### config.mk
export PLATFORM = sky130hd
export DESIGN_NAME = adc_sample_sequencer
export DESIGN_NICKNAME = d
export VERILOG_FILES = /design/src/rtl/adc_seq_pkg.sv /design/src/rtl/adc_seq_period_timer.sv /design/src/rtl/adc_sample_sequencer.sv
export SDC_FILE = /design/constraint.sdc
export NUM_CORES = 1
export LEC_CHECK = 0
export BUFFER_PORTS_ARGS = -buffer_cell sky130_fd_sc_hd__buf_2
export CAP_MARGIN = 20
export CORE_ASPECT_RATIO = 1.25
export CORE_MARGIN = 1.5
export CORE_UTILIZATION = 37
export DETAILED_ROUTE_END_ITERATION = 8
export GPL_TIMING_DRIVEN = 1
export PLACE_DENSITY = 0.57
export SLEW_MARGIN = 15
export SYNTH_ARGS = -nofsm -noshare
export SYNTH_HDL_FRONTEND = slang
export SYNTH_SLANG_ARGS = --single-unit
### constraint.sdc
create_clock -name clk -period 6.4 [get_ports clk]
set_clock_uncertainty 0.1 [all_clocks]
set_input_delay 1.28 -clock clk [delete_from_list [all_inputs] [get_ports clk]]
set_output_delay 1.28 -clock clk [all_outputs]
set_load 0.01 [all_outputs]
### src/rtl/adc_seq_pkg.sv
// ----------------------------------------------------------------------------
// adc_seq_pkg
// Shared definitions for the ADC sample sequencer:
//   state_t        - sequencer FSM states
//   frame_w()      - daisy-chain frame width, 18 bits per ADC
//   DEFAULT_CNT_W  - default width of sample count, period and index
// ----------------------------------------------------------------------------
package adc_seq_pkg;

   localparam int DEFAULT_CNT_W = 16;

   typedef enum logic [2:0] {
      ST_IDLE,
      ST_TRIG,
      ST_WAIT,
      ST_ACK,
      ST_GAP,
      ST_DRAIN,
      ST_DONE
   } state_t;

   function automatic int frame_w(input int num_adc);
      return 18 * num_adc;
   endfunction

endpackage

### src/rtl/adc_seq_period_timer.sv
// ----------------------------------------------------------------------------
// adc_seq_period_timer
// Measures clocks elapsed since the last conversion trigger and flags when the
// programmed start-to-start period has been reached.
//   clk, rst_n  - clock, asynchronous active-low reset
//   restart     - high in the trigger cycle; that cycle counts as 0
//   period      - minimum clocks between triggers (0 and 1 mean back-to-back)
//   expired     - count >= period-1, i.e. a trigger issued next cycle keeps
//                 exactly 'period' clocks of spacing
// ----------------------------------------------------------------------------
module adc_seq_period_timer
   import adc_seq_pkg::*;
#(
   parameter int CNT_W = DEFAULT_CNT_W
) (
   input  logic             clk,
   input  logic             rst_n,
   input  logic             restart,
   input  logic [CNT_W-1:0] period,
   output logic             expired
);

   localparam logic [CNT_W-1:0] CNT_ONE = CNT_W'(1);

   logic [CNT_W-1:0] count;

   // The restart cycle itself is count 0, so the register holds 1 on the
   // following cycle; count then tracks clocks since the trigger exactly.
   always_ff @(posedge clk or negedge rst_n) begin
      if (!rst_n) begin
         count <= '0;
      end else if (restart) begin
         count <= CNT_ONE;
      end else if (count != '1) begin
         count <= count + CNT_ONE;
      end
   end

   // period-1 would wrap for period=0, so small periods are handled apart.
   assign expired = (period <= CNT_ONE) || (count >= period - CNT_ONE);

endmodule

### src/rtl/adc_sample_sequencer.sv
// ----------------------------------------------------------------------------
// adc_sample_sequencer
// Runs a host-commanded series of conversions on the daisy-chained ADC
// readout controller and streams each frame out through a one-entry result
// register.
//   clk, rst_n              - clock, asynchronous active-low reset
//   start, num_samples,
//   period                  - run command; count and period latched at start
//   abort                   - level; ends the run after any in-flight frame
//   busy, done, aborted     - run status; aborted is valid with done
//   adc_trigger             - one-cycle conversion request to the controller
//   adc_ready, adc_dout     - controller holds a completed frame
//   adc_ack                 - one-cycle release of the controller
//   res_valid, res_ready    - result handshake
//   res_data, res_index     - captured frame and its sample number
// ----------------------------------------------------------------------------
module adc_sample_sequencer
   import adc_seq_pkg::*;
#(
   parameter int NUM_ADC = 3,
   parameter int CNT_W   = DEFAULT_CNT_W
) (
   input  logic                         clk,
   input  logic                         rst_n,
   input  logic                         start,
   input  logic [CNT_W-1:0]             num_samples,
   input  logic [CNT_W-1:0]             period,
   input  logic                         abort,
   output logic                         busy,
   output logic                         done,
   output logic                         aborted,
   output logic                         adc_trigger,
   input  logic                         adc_ready,
   input  logic [frame_w(NUM_ADC)-1:0]  adc_dout,
   output logic                         adc_ack,
   output logic                         res_valid,
   input  logic                         res_ready,
   output logic [frame_w(NUM_ADC)-1:0]  res_data,
   output logic [CNT_W-1:0]             res_index
);

   localparam logic [CNT_W-1:0] CNT_ONE = CNT_W'(1);

   state_t           state;
   logic [CNT_W-1:0] num_q;
   logic [CNT_W-1:0] period_q;
   logic [CNT_W-1:0] sample_cnt;
   logic             abort_pend;
   logic             timer_expired;
   logic             capture;
   logic             last_sample;
   logic             abort_seen;

   // A frame may be taken when the register is empty or being emptied now;
   // otherwise the controller is left holding it (backpressure).
   assign capture     = adc_ready && (!res_valid || res_ready);
   assign last_sample = (sample_cnt == num_q);
   assign abort_seen  = abort || abort_pend;

   // adc_trigger is high exactly in the TRIG cycle, which is timer count 0.
   adc_seq_period_timer #(
      .CNT_W   (CNT_W)
   ) u_timer (
      .clk     (clk),
      .rst_n   (rst_n),
      .restart (adc_trigger),
      .period  (period_q),
      .expired (timer_expired)
   );

   always_ff @(posedge clk or negedge rst_n) begin
      if (!rst_n) begin
         state       <= ST_IDLE;
         busy        <= 1'b0;
         done        <= 1'b0;
         aborted     <= 1'b0;
         adc_trigger <= 1'b0;
         adc_ack     <= 1'b0;
         res_valid   <= 1'b0;
         num_q       <= '0;
         period_q    <= '0;
         sample_cnt  <= '0;
         abort_pend  <= 1'b0;
      end else begin
         adc_trigger <= 1'b0;
         adc_ack     <= 1'b0;
         done        <= 1'b0;
         aborted     <= 1'b0;
         if (res_valid && res_ready) begin
            res_valid <= 1'b0;
         end

         case (state)
            ST_IDLE: begin
               if (start) begin
                  busy       <= 1'b1;
                  abort_pend <= 1'b0;
                  sample_cnt <= '0;
                  // An empty run still reports through DRAIN/DONE.
                  if (num_samples == '0) begin
                     state <= ST_DRAIN;
                  end else begin
                     num_q       <= num_samples;
                     period_q    <= period;
                     adc_trigger <= 1'b1;
                     state       <= ST_TRIG;
                  end
               end
            end

            // Abort here only takes effect after the issued frame is acked.
            ST_TRIG: begin
               if (abort) begin
                  abort_pend <= 1'b1;
               end
               state <= ST_WAIT;
            end

            ST_WAIT: begin
               if (abort) begin
                  abort_pend <= 1'b1;
               end
               if (capture) begin
                  res_valid  <= 1'b1;
                  sample_cnt <= sample_cnt + CNT_ONE;
                  adc_ack    <= 1'b1;
                  state      <= ST_ACK;
               end
            end

            // The result register is full here; if it is taken this cycle the
            // run can finish without a separate drain cycle.
            ST_ACK: begin
               if (abort_seen || last_sample) begin
                  abort_pend <= abort_seen;
                  if (res_ready) begin
                     busy    <= 1'b0;
                     done    <= 1'b1;
                     aborted <= abort_seen;
                     state   <= ST_DONE;
                  end else begin
                     state <= ST_DRAIN;
                  end
               end else begin
                  state <= ST_GAP;
               end
            end

            // At least one GAP cycle lets the controller return to idle.
            ST_GAP: begin
               if (abort) begin
                  abort_pend <= 1'b1;
                  state      <= ST_DRAIN;
               end else if (timer_expired) begin
                  adc_trigger <= 1'b1;
                  state       <= ST_TRIG;
               end
            end

            ST_DRAIN: begin
               if (!res_valid || res_ready) begin
                  busy    <= 1'b0;
                  done    <= 1'b1;
                  aborted <= abort_pend;
                  state   <= ST_DONE;
               end
            end

            ST_DONE: begin
               state <= ST_IDLE;
            end

            default: begin
               state <= ST_IDLE;
            end
         endcase
      end
   end

   always_ff @(posedge clk or negedge rst_n) begin
      if (!rst_n) begin
         res_data  <= '0;
         res_index <= '0;
      end else if ((state == ST_WAIT) && capture) begin
         res_data  <= adc_dout;
         res_index <= sample_cnt;
      end
   end

endmodule

==> impl_metrics.yaml <==
setup_path:
  cp_max_fo: 5
  r2r-start: "period_q[5]"
  crit_chain: "or4_1 -> or3_1 -> nor3_1 -> xnor2_1 -> ha_1 -> nand2_1 -> nor4_1 -> o311ai_0 -> nand4_1 -> o311a_1"
  crit_required_ns: 6.65
  reg2reg_setup_slack_ns: 3.00
  setup.worst_path.end_class: "flop"
  r2r_cells: 10
  worstSetupPathType: "reg -> reg"
  critPathLaunchType: "flop"
  path_buf_inv: 0
  max_stage_delay_ns: 0.64
  crit_arrival_ns: 3.66
  r2r_end: "state[0]"
  cp_slowest_cell: "or4_1"
  cp.depth: 10
  cp_top_family: "simple AND/OR/NAND/NOR gates"
  startpoint: "period_q[5]"
run:
  drv_cap: 0
cts:
  numCtsBuffers: 17
  cts_buffer_depth: 2
  postCtsHoldBufs: 0
  cts_tree: "done"
  path_clk_slew_ns: 0.07
  clk_latency_ns: 0.42
  cts.repair.resized: 0
  clockRootBuffer: "clkbuf_16"
  cts.sinks: 144
  postCtsSetupBuffers: 0
  h-tree-depth: 4
pwr:
  ir_worst_vdd_mv: 0.2058
  powerDensity_nw_per_um2: 459.4
  leakage_nw: 4.344
global_routing:
  grt_pass1_vias: 5614
  use_met3_pct: 5.383
  grt_overflow_total: 0
  grt.met1_usage_pct: 23.56
  antenna_found_initial: 1
  grt.busiest_layer: "met2"
  grt_max_degree: 95
  use_met2_pct: 30.14
  grt_util_all_layers_pct: 18.66
  grt_pass1_wl_um: 27940
sta:
  drv_slew: 0
  tightest_slew_ns: 0.8640
  fin_setup_tns_ns: 0
  slew_headroom_pct: 42.40
  timing.final.crit_period_ns: 3.402
  hold_viol_final: 0
  rsz0062_at_grt: "no"
  period_share_pct: 53.16
  timing.fmax_mhz: 293.9
  setup_viol: 0
hold_path:
  hold_path.class: "reg -> reg"
  hp-start: "res_data[53]"
  min_path_cells: 2
  whs_endpoint: "res_data[53]"
run_status:
  status: "finished clean"
place:
  hpwlAfterDp_um: 11690
  io_buffers: 167
  place.gp.congestion: 0.8118
  placed_cells: 1081
routing:
  drtPass1Iterations: 4
  dr_total_vias: 5428
  wirelength_um: 16770
  drc: 0
  drt-initial-drc-count: 329
  drtAntennaViolNets: 0
  wire_per_inst_um: 15.06
  vias_per_cell: 4.877
cells_and_area:
  layoutNonFillerInstCount: 1113
  areaGrowthSynthToFinish_pct: 24.78
  seqCellArea_um2: 3603
  multi_input_area_um2: 3018
  drive_gt1_share_pct: 27.91
  nFillCells: 1797
  fin_nets: 984
  diodes: 0
yosys:
  async_flop_share_pct: 100.0
  synthCells: 709
  ys_ff_latch: 144
  synth_edf_count: 0
  synth-main-ff-cell: "dfrtp_1"
  synth_largest_area_cell: "dfrtp_1"
  ys_warn_count: 0
  ys_seq_area_share_pct: 53.07
  syn_area_um2: 6790
  synth_fp_nets: 821
  synth.area.top_cells: "dfrtp_1, nand2_1, mux2_2, ha_1, xor2_1"
  netlist-cell-type-count: 52
  synth_top_area_share_pct: 53.07
  synth_area_per_cell_um2: 9.577
die:
  die_w_um: 124.2
  die_height_um: 154.5
  die-area_um2: 19180
  rows: 55
  initial_utilization_pct: 37.66
  pin_count: 168
  core_um2: 18030
-- metal layers --
layer  share of wire, %  up-vias
li1                   -     2704
met1                 43     2554
met2                 49      142
met3                5.7       26
met4                2.2        2
met5              0.042        -
-- placed cells by master (no fill, tap or decap), types with 5 or more instances in the layout --
master and instances:
inv_8 5, dfrtp_1 144, nor4_1 19, o21ai_0 18, nor2_1 34, inv_1 10, nand2b_1 5, nor2b_1 5
buf_4 5, nand3_1 15, clkbuf_16 17, nor3_1 14, nand4_1 12, xor2_1 26, buf_2 166, xnor2_1 24
ha_1 20, inv_6 5, a21oi_1 18, mux2_2 32, nand2_1 238
-- kinds of logic after synthesis --
kind of cell | count (synthesis) | share of synthesized area, %
AO/OA/AOI/OAI | 53 | 4.681
flip-flops | 144 | 53.07
XOR/XNOR | 50 | 6.449
buffers and inverters | 39 | 2.488
multiplexers | 34 | 5.602
AND/OR/NAND/NOR | 369 | 24.03
adder cells (fa/ha/maj) | 20 | 3.685
-- metrics by stage --
step	utilization [%]	cell area [µm²]	setup WS (ns)	total power [mW]	hold WS, ns
floorplan	-	6790	3.495	2.361	0.3927
global placement	43.41	7828	2.801	2.810	0.3533
CTS	47.00	8473	3.032	3.941	0.3728
finish	47.00	8473	2.998	3.892	0.3677
detailed placement	43.41	7828	2.781	2.827	0.3563
global route	47.00	8473	2.731	4.191	0.3966
-- worst max path at each step --
| stage | end | slack [ns] |
|---|---|---|
| 6_report | state[0] | 3.00 |
| 3_5_place_dp | sample_cnt[1] | 2.78 |
| 3_3_place_gp | sample_cnt[0] | 2.80 |
| 5_1_grt | state[0] | 2.73 |
| 2_1_floorplan | state[0] | 3.49 |
| 4_1_cts | state[0] | 3.03 |
-- state kept, by name, indices dropped and copies added (netlist names) --
signal	cells
abort_pend	1
aborted	1
adc_ack	1
adc_trigger	1
busy	1
done	1
num_q	16
period_q	16
res_data	54
res_index	16
res_valid	1
sample_cnt	16
state	3
u_timer.count	16
-- where the power goes --
| group | internal (mW) | total (mW) | switching (mW) |
|---|---|---|---|
| sequential | 1.26 | 1.57 | 0.310 |
| combinational | 0.561 | 1.24 | 0.680 |
| clock | 0.647 | 1.09 | 0.439 |
-- area by class of cell --
class	instances	share of cell area, %
flip-flops and latches	144	42.53
inverters	11	0.4873
well taps	228	3.367
repair buffers	172	10.38
clock buffers	18	5.183
clock inverters	14	2.437
multi-input cells	526	35.62
-- cell usage after synthesis, types with 15 or more instances --
library cell,count
a21oi_1,18
clkbuf_1,21
dfrtp_1,144
ha_1,20
mux2_2,32
nand2_1,238
nand3_1,15
nor2_1,34
nor4_1,19
o21ai_0,18
xnor2_1,24
xor2_1,26
-- worst reg2reg max path: cells and delay by family (launching register included) --
kind / cells / cell delay (ns)
and+or+nand+nor: 6 / 1.90
adders and majority gates: 1 / 0.31
xor gates and xnor gates: 1 / 0.12
DFF: 1 / 0.44
AOI/OAI and AO/OA: 2 / 0.47
No activity file was read; power rests on OpenSTA's default activity.
